==> src/rtl/alu_defs_pkg.sv <==
// Shared execute-stage definitions: M-extension opcodes, FSM states and the
// fixed results used for divide special cases.
package alu_defs_pkg;

    localparam int XLEN = 32;

    // M-extension SELECT encodings, shared with the ALU and the control unit
    localparam logic [4:0] SEL_MUL    = 5'b01000;
    localparam logic [4:0] SEL_MULH   = 5'b01001;
    localparam logic [4:0] SEL_MULHU  = 5'b01010;
    localparam logic [4:0] SEL_MULHSU = 5'b01011;
    localparam logic [4:0] SEL_DIV    = 5'b01100;
    localparam logic [4:0] SEL_DIVU   = 5'b01101;
    localparam logic [4:0] SEL_REM    = 5'b01110;
    localparam logic [4:0] SEL_REMU   = 5'b01111;

    // Quotient for a zero divisor, and the most negative signed value
    localparam logic [XLEN-1:0] DIV0_QUOT = 32'hFFFF_FFFF;
    localparam logic [XLEN-1:0] INT_MIN   = 32'h8000_0000;

    typedef enum logic [1:0] {
        ST_IDLE,
        ST_DIV,
        ST_FIX,
        ST_DONE
    } state_t;

    // All eight multiply/divide opcodes share the 01xxx prefix
    function automatic logic is_muldiv_op(input logic [4:0] sel);
        return sel[4:3] == 2'b01;
    endfunction

endpackage

==> src/rtl/div_step.sv <==
// One restoring-division step on unsigned magnitudes. The FSM feeds the
// registered partial remainder/quotient back through this block each cycle.
module div_step
    import alu_defs_pkg::*;
(
    input  logic [XLEN-1:0] rem,
    input  logic [XLEN-1:0] quo,
    input  logic [XLEN-1:0] divisor,
    output logic [XLEN-1:0] rem_next,
    output logic [XLEN-1:0] quo_next
);

    logic [XLEN:0] rem_shift;
    logic          fits;

    // Shift {rem, quo} left, trial-subtract, keep the difference if it fits.
    // The 32-bit subtraction is exact whenever it fits, since the result is
    // then smaller than the divisor.
    always_comb begin
        rem_shift = {rem, quo[XLEN-1]};
        fits      = rem_shift >= {1'b0, divisor};
        rem_next  = fits ? (rem_shift[XLEN-1:0] - divisor) : rem_shift[XLEN-1:0];
        quo_next  = {quo[XLEN-2:0], fits};
    end

endmodule

==> src/rtl/muldiv_unit.sv <==
// Iterative RV32M multiply/divide unit. Multiplies and divide special cases
// finish one cycle after acceptance; other divides run 32 restoring steps
// followed by a sign-fixup cycle.
module muldiv_unit
    import alu_defs_pkg::*;
(
    input  logic            CLK,
    input  logic            RESETN,
    input  logic            START,
    input  logic            KILL,
    input  logic [4:0]      SELECT,
    input  logic [XLEN-1:0] DATA1,
    input  logic [XLEN-1:0] DATA2,
    output logic [XLEN-1:0] RESULT,
    output logic            BUSY,
    output logic            DONE
);

    state_t          state_reg, state_next;
    logic [XLEN-1:0] rem_reg, quo_reg, dvsr_reg, result_reg;
    logic [4:0]      cnt_reg;
    logic            neg_q_reg, neg_r_reg, is_rem_reg;
    logic            busy_reg, done_reg;

    // Acceptance and operation decode
    logic accept, is_div, is_signed_div, sel_rem, div_by_zero, div_ovf, fast_op;
    assign accept        = (state_reg == ST_IDLE || state_reg == ST_DONE) && START && !KILL
                           && is_muldiv_op(SELECT);
    assign is_div        = SELECT[2];
    assign is_signed_div = ~SELECT[0];
    assign sel_rem       = SELECT[1];
    assign div_by_zero   = DATA2 == '0;
    assign div_ovf       = is_signed_div && DATA1 == INT_MIN && DATA2 == '1;
    assign fast_op       = !is_div || div_by_zero || div_ovf;

    // Single signed multiplier; the 33rd bit selects sign or zero extension
    logic               a_sgn, b_sgn;
    logic signed [32:0] mul_a, mul_b;
    logic signed [63:0] mul_full;
    logic [XLEN-1:0]    mul_res, spec_res, fast_res;
    assign a_sgn    = SELECT[0];                 // MULH, MULHSU
    assign b_sgn    = SELECT[1:0] == 2'b01;      // MULH only
    assign mul_a    = {a_sgn & DATA1[XLEN-1], DATA1};
    assign mul_b    = {b_sgn & DATA2[XLEN-1], DATA2};
    assign mul_full = mul_a * mul_b;
    assign mul_res  = (SELECT[1:0] == 2'b00) ? mul_full[31:0] : mul_full[63:32];
    assign spec_res = div_by_zero ? (sel_rem ? DATA1 : DIV0_QUOT)
                                  : (sel_rem ? '0 : INT_MIN);
    assign fast_res = is_div ? spec_res : mul_res;

    // Operand magnitudes and result signs for the iterative path
    logic            sign1, sign2;
    logic [XLEN-1:0] abs1, abs2, step_rem, step_quo, fix_q, fix_r;
    assign sign1 = is_signed_div & DATA1[XLEN-1];
    assign sign2 = is_signed_div & DATA2[XLEN-1];
    assign abs1  = sign1 ? -DATA1 : DATA1;
    assign abs2  = sign2 ? -DATA2 : DATA2;
    assign fix_q = neg_q_reg ? -quo_reg : quo_reg;
    assign fix_r = neg_r_reg ? -rem_reg : rem_reg;

    div_step u_div_step (
        .rem      (rem_reg),
        .quo      (quo_reg),
        .divisor  (dvsr_reg),
        .rem_next (step_rem),
        .quo_next (step_quo)
    );

    // Next-state logic: KILL aborts an iterating divide without a DONE
    always_comb begin
        state_next = state_reg;
        case (state_reg)
            ST_IDLE, ST_DONE: begin
                if (accept)
                    state_next = fast_op ? ST_DONE : ST_DIV;
                else
                    state_next = ST_IDLE;
            end
            ST_DIV: begin
                if (KILL)
                    state_next = ST_IDLE;
                else if (cnt_reg == 5'd31)
                    state_next = ST_FIX;
            end
            ST_FIX:  state_next = KILL ? ST_IDLE : ST_DONE;
            default: state_next = ST_IDLE;
        endcase
    end

    // State register with registered BUSY/DONE derived from the next state
    always_ff @(posedge CLK or negedge RESETN) begin
        if (!RESETN) begin
            state_reg <= ST_IDLE;
            busy_reg  <= 1'b0;
            done_reg  <= 1'b0;
        end else begin
            state_reg <= state_next;
            busy_reg  <= (state_next == ST_DIV) || (state_next == ST_FIX);
            done_reg  <= state_next == ST_DONE;
        end
    end

    // Datapath: capture at acceptance, iterate in DIV, sign-fix in FIX
    always_ff @(posedge CLK or negedge RESETN) begin
        if (!RESETN) begin
            rem_reg    <= '0;
            quo_reg    <= '0;
            dvsr_reg   <= '0;
            result_reg <= '0;
            cnt_reg    <= '0;
            neg_q_reg  <= 1'b0;
            neg_r_reg  <= 1'b0;
            is_rem_reg <= 1'b0;
        end else if (accept) begin
            if (fast_op) begin
                result_reg <= fast_res;
            end else begin
                rem_reg    <= '0;
                quo_reg    <= abs1;
                dvsr_reg   <= abs2;
                neg_q_reg  <= sign1 ^ sign2;
                neg_r_reg  <= sign1;
                is_rem_reg <= sel_rem;
                cnt_reg    <= '0;
            end
        end else if (state_reg == ST_DIV && !KILL) begin
            rem_reg <= step_rem;
            quo_reg <= step_quo;
            cnt_reg <= cnt_reg + 5'd1;
        end else if (state_reg == ST_FIX && !KILL) begin
            result_reg <= is_rem_reg ? fix_r : fix_q;
        end
    end

    assign RESULT = result_reg;
    assign BUSY   = busy_reg;
    assign DONE   = done_reg;

endmodule

==> config.mk <==
export PLATFORM = sky130hd
export DESIGN_NAME = muldiv_unit
export DESIGN_NICKNAME = d
export VERILOG_FILES = /design/src/rtl/alu_defs_pkg.sv /design/src/rtl/div_step.sv /design/src/rtl/muldiv_unit.sv
export SDC_FILE = /design/constraint.sdc
export NUM_CORES = 2
export LEC_CHECK = 0
export BUFFER_PORTS_ARGS = -buffer_cell sky130_fd_sc_hd__buf_4
export CORE_ASPECT_RATIO = 1.25
export CORE_MARGIN = 2
export CORE_UTILIZATION = 42
export CTS_CLUSTER_SIZE = 30
export DETAILED_ROUTE_END_ITERATION = 7
export PLACE_DENSITY_LB_ADDON = 0.08
export SYNTH_ARGS = -nofsm -noshare
export SYNTH_HDL_FRONTEND = slang
export SYNTH_SLANG_ARGS = --single-unit
==> constraint.sdc <==
create_clock -name CLK -period 5.46 [get_ports CLK]
set_input_delay 1.092 -clock CLK [delete_from_list [all_inputs] [get_ports CLK]]
set_output_delay 1.092 -clock CLK [all_outputs]
set_load 0.02 [all_outputs]
==> impl_results.md <==
- Outcome: complete, but fails checks
- Failing checks: setup timing
- DR WL/cell: 23.4 um
- CTS tree: built
- Layout fillers: 11089
- Post-Route WL: 182 mm
- CP Class: input port to flop
- Critical path data arrival time: 8.35 ns
- Count of mapped cells out of synthesis: 5709
- Die height: 386 um
- CTS Buf Count: 17
- H-tree Lvls: 4
- # setup viols final: 32
- CTS max path bufs: 2
- First-pass GRT wire length: 275 mm
- Final hold vios: 0
- Clock-pin slew on the worst setup and hold paths: 0.06 ns
- CTS sink cnt: 140
- I/O pin count: 107
- Drt pass-1 iters: 5
- Relative slew slack: 0.179
- Register area share after synthesis: 0.0714
- Rows: 140
- Synth warn: 0
- Total grt overflow: 0
- Routability cong.: 0.970
- Area Growth Syn to Fin: 22.2%
- Detailed-placement wirelength estimate: 152 mm
- Fin Setup TNS: -76.04 ns
- Root Buffer: clkbuf_16
- Layout Nets: 7654
- DRC: 0
- Via count: 40725
- Final Util: 0.516
- Crit end category: flop
- Reg area: 3500 sq um
- Worst Skew: 0.0161 ns
- Initial core utilization: 0.422
- Asr flop ratio synth: 1.00
- Synth Flop Type: dfrtp_1
- Commonest non-fill, non-tap cell in the layout: inv_1
- Share of cells above drive strength 1: 0.197
- Vias in the first global route: 43598
- Total GRT Usage: 0.312
- EDFF count, synth: 0
- Synth cell types: 72
- Slew @ Worst Pin: 1.20 ns
- Pins over their slew limit: 0
- R2R setup slack: 1.25 ns
- Die width: 310 um
- Tightest hold margin: 0.516 ns
- Hold Crit Class: flop to flop
- Seq cells post-synth: 140
- Most frequent cells in the layout: 1176 x inv_1, 1078 x fa_1, 959 x nand2_1, 676 x buf_4, 250 x and2_1
- Pre-CTS worst setup slack: -3.44 ns
- Worst setup SP type: input port
- Die area: 120000 sq um
- Vias per inst: 5.23
- Required time of the worst setup path: 5.76 ns
- Post-route clock period utilization: 1.48
- DRT iter0 DRCs: 2921
- Fmax achieved: 124 MHz
- Post-DRT Antenna Nets: 0
- Clk_lat worst skew: 0.43 ns
- Area of the multi-input gates: 41400 sq um
- Hold_buf cts: 0
- CP max FO: 20
- Syn_area_per_cell: 8.60 sq um
- RSZ-0062 raised after global routing: true
- Net Count, Synth: 7162
- Pin count of the biggest net entering global routing: 71
- Buffers on Ports: 106
- Antenna violations before repair: 15
- Fin crit period: 8.05 ns
- Core ar.: 116000 sq um
- Maximum Capacitance Violations: 0
- Final WS setup: -2.59 ns
- Post-Syn Area: 49100 sq um
-- metrics by stage --
| step | instances | cell area [sq um] |
|---|---|---|
| after floorplan | 5709 | 50500 |
| after global placement | 7675 | 56700 |
| after detailed placement | 7675 | 56700 |
| after CTS | 7750 | 59200 |
| after global routing | 7780 | 60000 |
| final | 7786 | 60000 |
-- repair_timing --
item                       CTS  global route
pin swaps                  200           122
setup endpoints to repair   32            32
buffers inserted            47            25
gates cloned                 5             2
gates resized for setup    328           131
-- cell usage after synthesis (all sizes together), types with 20 or more instances --
library cell     n  area share
a211oi          28      0.0043
a21o            48      0.0073
a21oi          190       0.019
a31oi           20      0.0025
and2           270       0.034
and3            34      0.0043
buf             68      0.0054
clkbuf         293       0.022
dfrtp          140       0.071
fa            1126        0.46
ha             254       0.065
inv           1220       0.093
mux2i           27      0.0055
nand2          986       0.075
nand3           38      0.0039
nand4           26      0.0033
nor2           183       0.014
nor3            37      0.0038
o21ai          233       0.024
o31ai           35      0.0054
or3             32      0.0043
xnor2          119       0.021
xor2            90       0.016
-- metal layers --
layer / track usage / wire, um
met1: 0.404 / 74100
met2: 0.539 / 90400
met3: 0.0261 / 8820
met4: 0.130 / 9060
met5: 0 / 12
-- final cells by class --
type / count / share of cell area
Inverter: 1220 / 0.0768
Sequential cell: 140 / 0.0584
Tap cell: 1562 / 0.0326
Multi-Input combinational cell: 3988 / 0.691
Timing Repair Buffer: 834 / 0.130
Clock buffer: 22 / 0.00807
Clock inverter: 10 / 0.00267
Antenna cell: 10 / 0.000417
-- cells by family after synthesis --
group                    after synthesis  share of synthesized area
adder cells (fa/ha/maj)             1380                      0.524
AO/OA/AOI/OAI                        681                     0.0845
multiplexers                          31                    0.00642
buffers and inverters               1581                      0.121
XOR/XNOR                             209                     0.0373
AND/OR/NAND/NOR                     1687                      0.155
flip-flops                           140                     0.0714
-- worst max-delay path, stage by stage --
cell      delay, ns
buf_6          0.23
and3_4         0.25
fa_2           0.46
fa_1           0.54
buf_4          0.16
fa_1           0.51
fa_1           0.55
inv_1          0.05
fa_1           0.57
inv_1          0.08
fa_1           0.53
inv_1          0.05
fa_1           0.45
fa_1           0.49
inv_1          0.06
ha_1           0.29
a21o_1         0.19
a31oi_4        0.22
o21ai_1        0.12
a31oi_2        0.27
a31oi_4        0.13
buf_12         0.16
a21oi_4        0.16
mux2i_1        0.21
a41oi_1        0.13
o221ai_1       0.22
nand3_1        0.13
-- worst paths after layout --
| check | startpoint | endpoint | depth (start not counted) |
|---|---|---|---|
| worst max-delay path | DATA2[2] | RESULT[29] | 27 |
| worst min-delay path | RESULT[26] | RESULT[26] | 2 |
| worst max register to register | quo_reg[31] | rem_reg[28] | 15 |
| worst min register to register | RESULT[26] | RESULT[26] | 2 |
| max in group asynchronous | RESETN | quo_reg[5] | 2 |
| min in group asynchronous | RESETN | cnt_reg[2] | 1 |
Power is left out: the tool's default activity adds up to more than one toggle a clock period on the data nets, which glitch-free logic cannot reach.
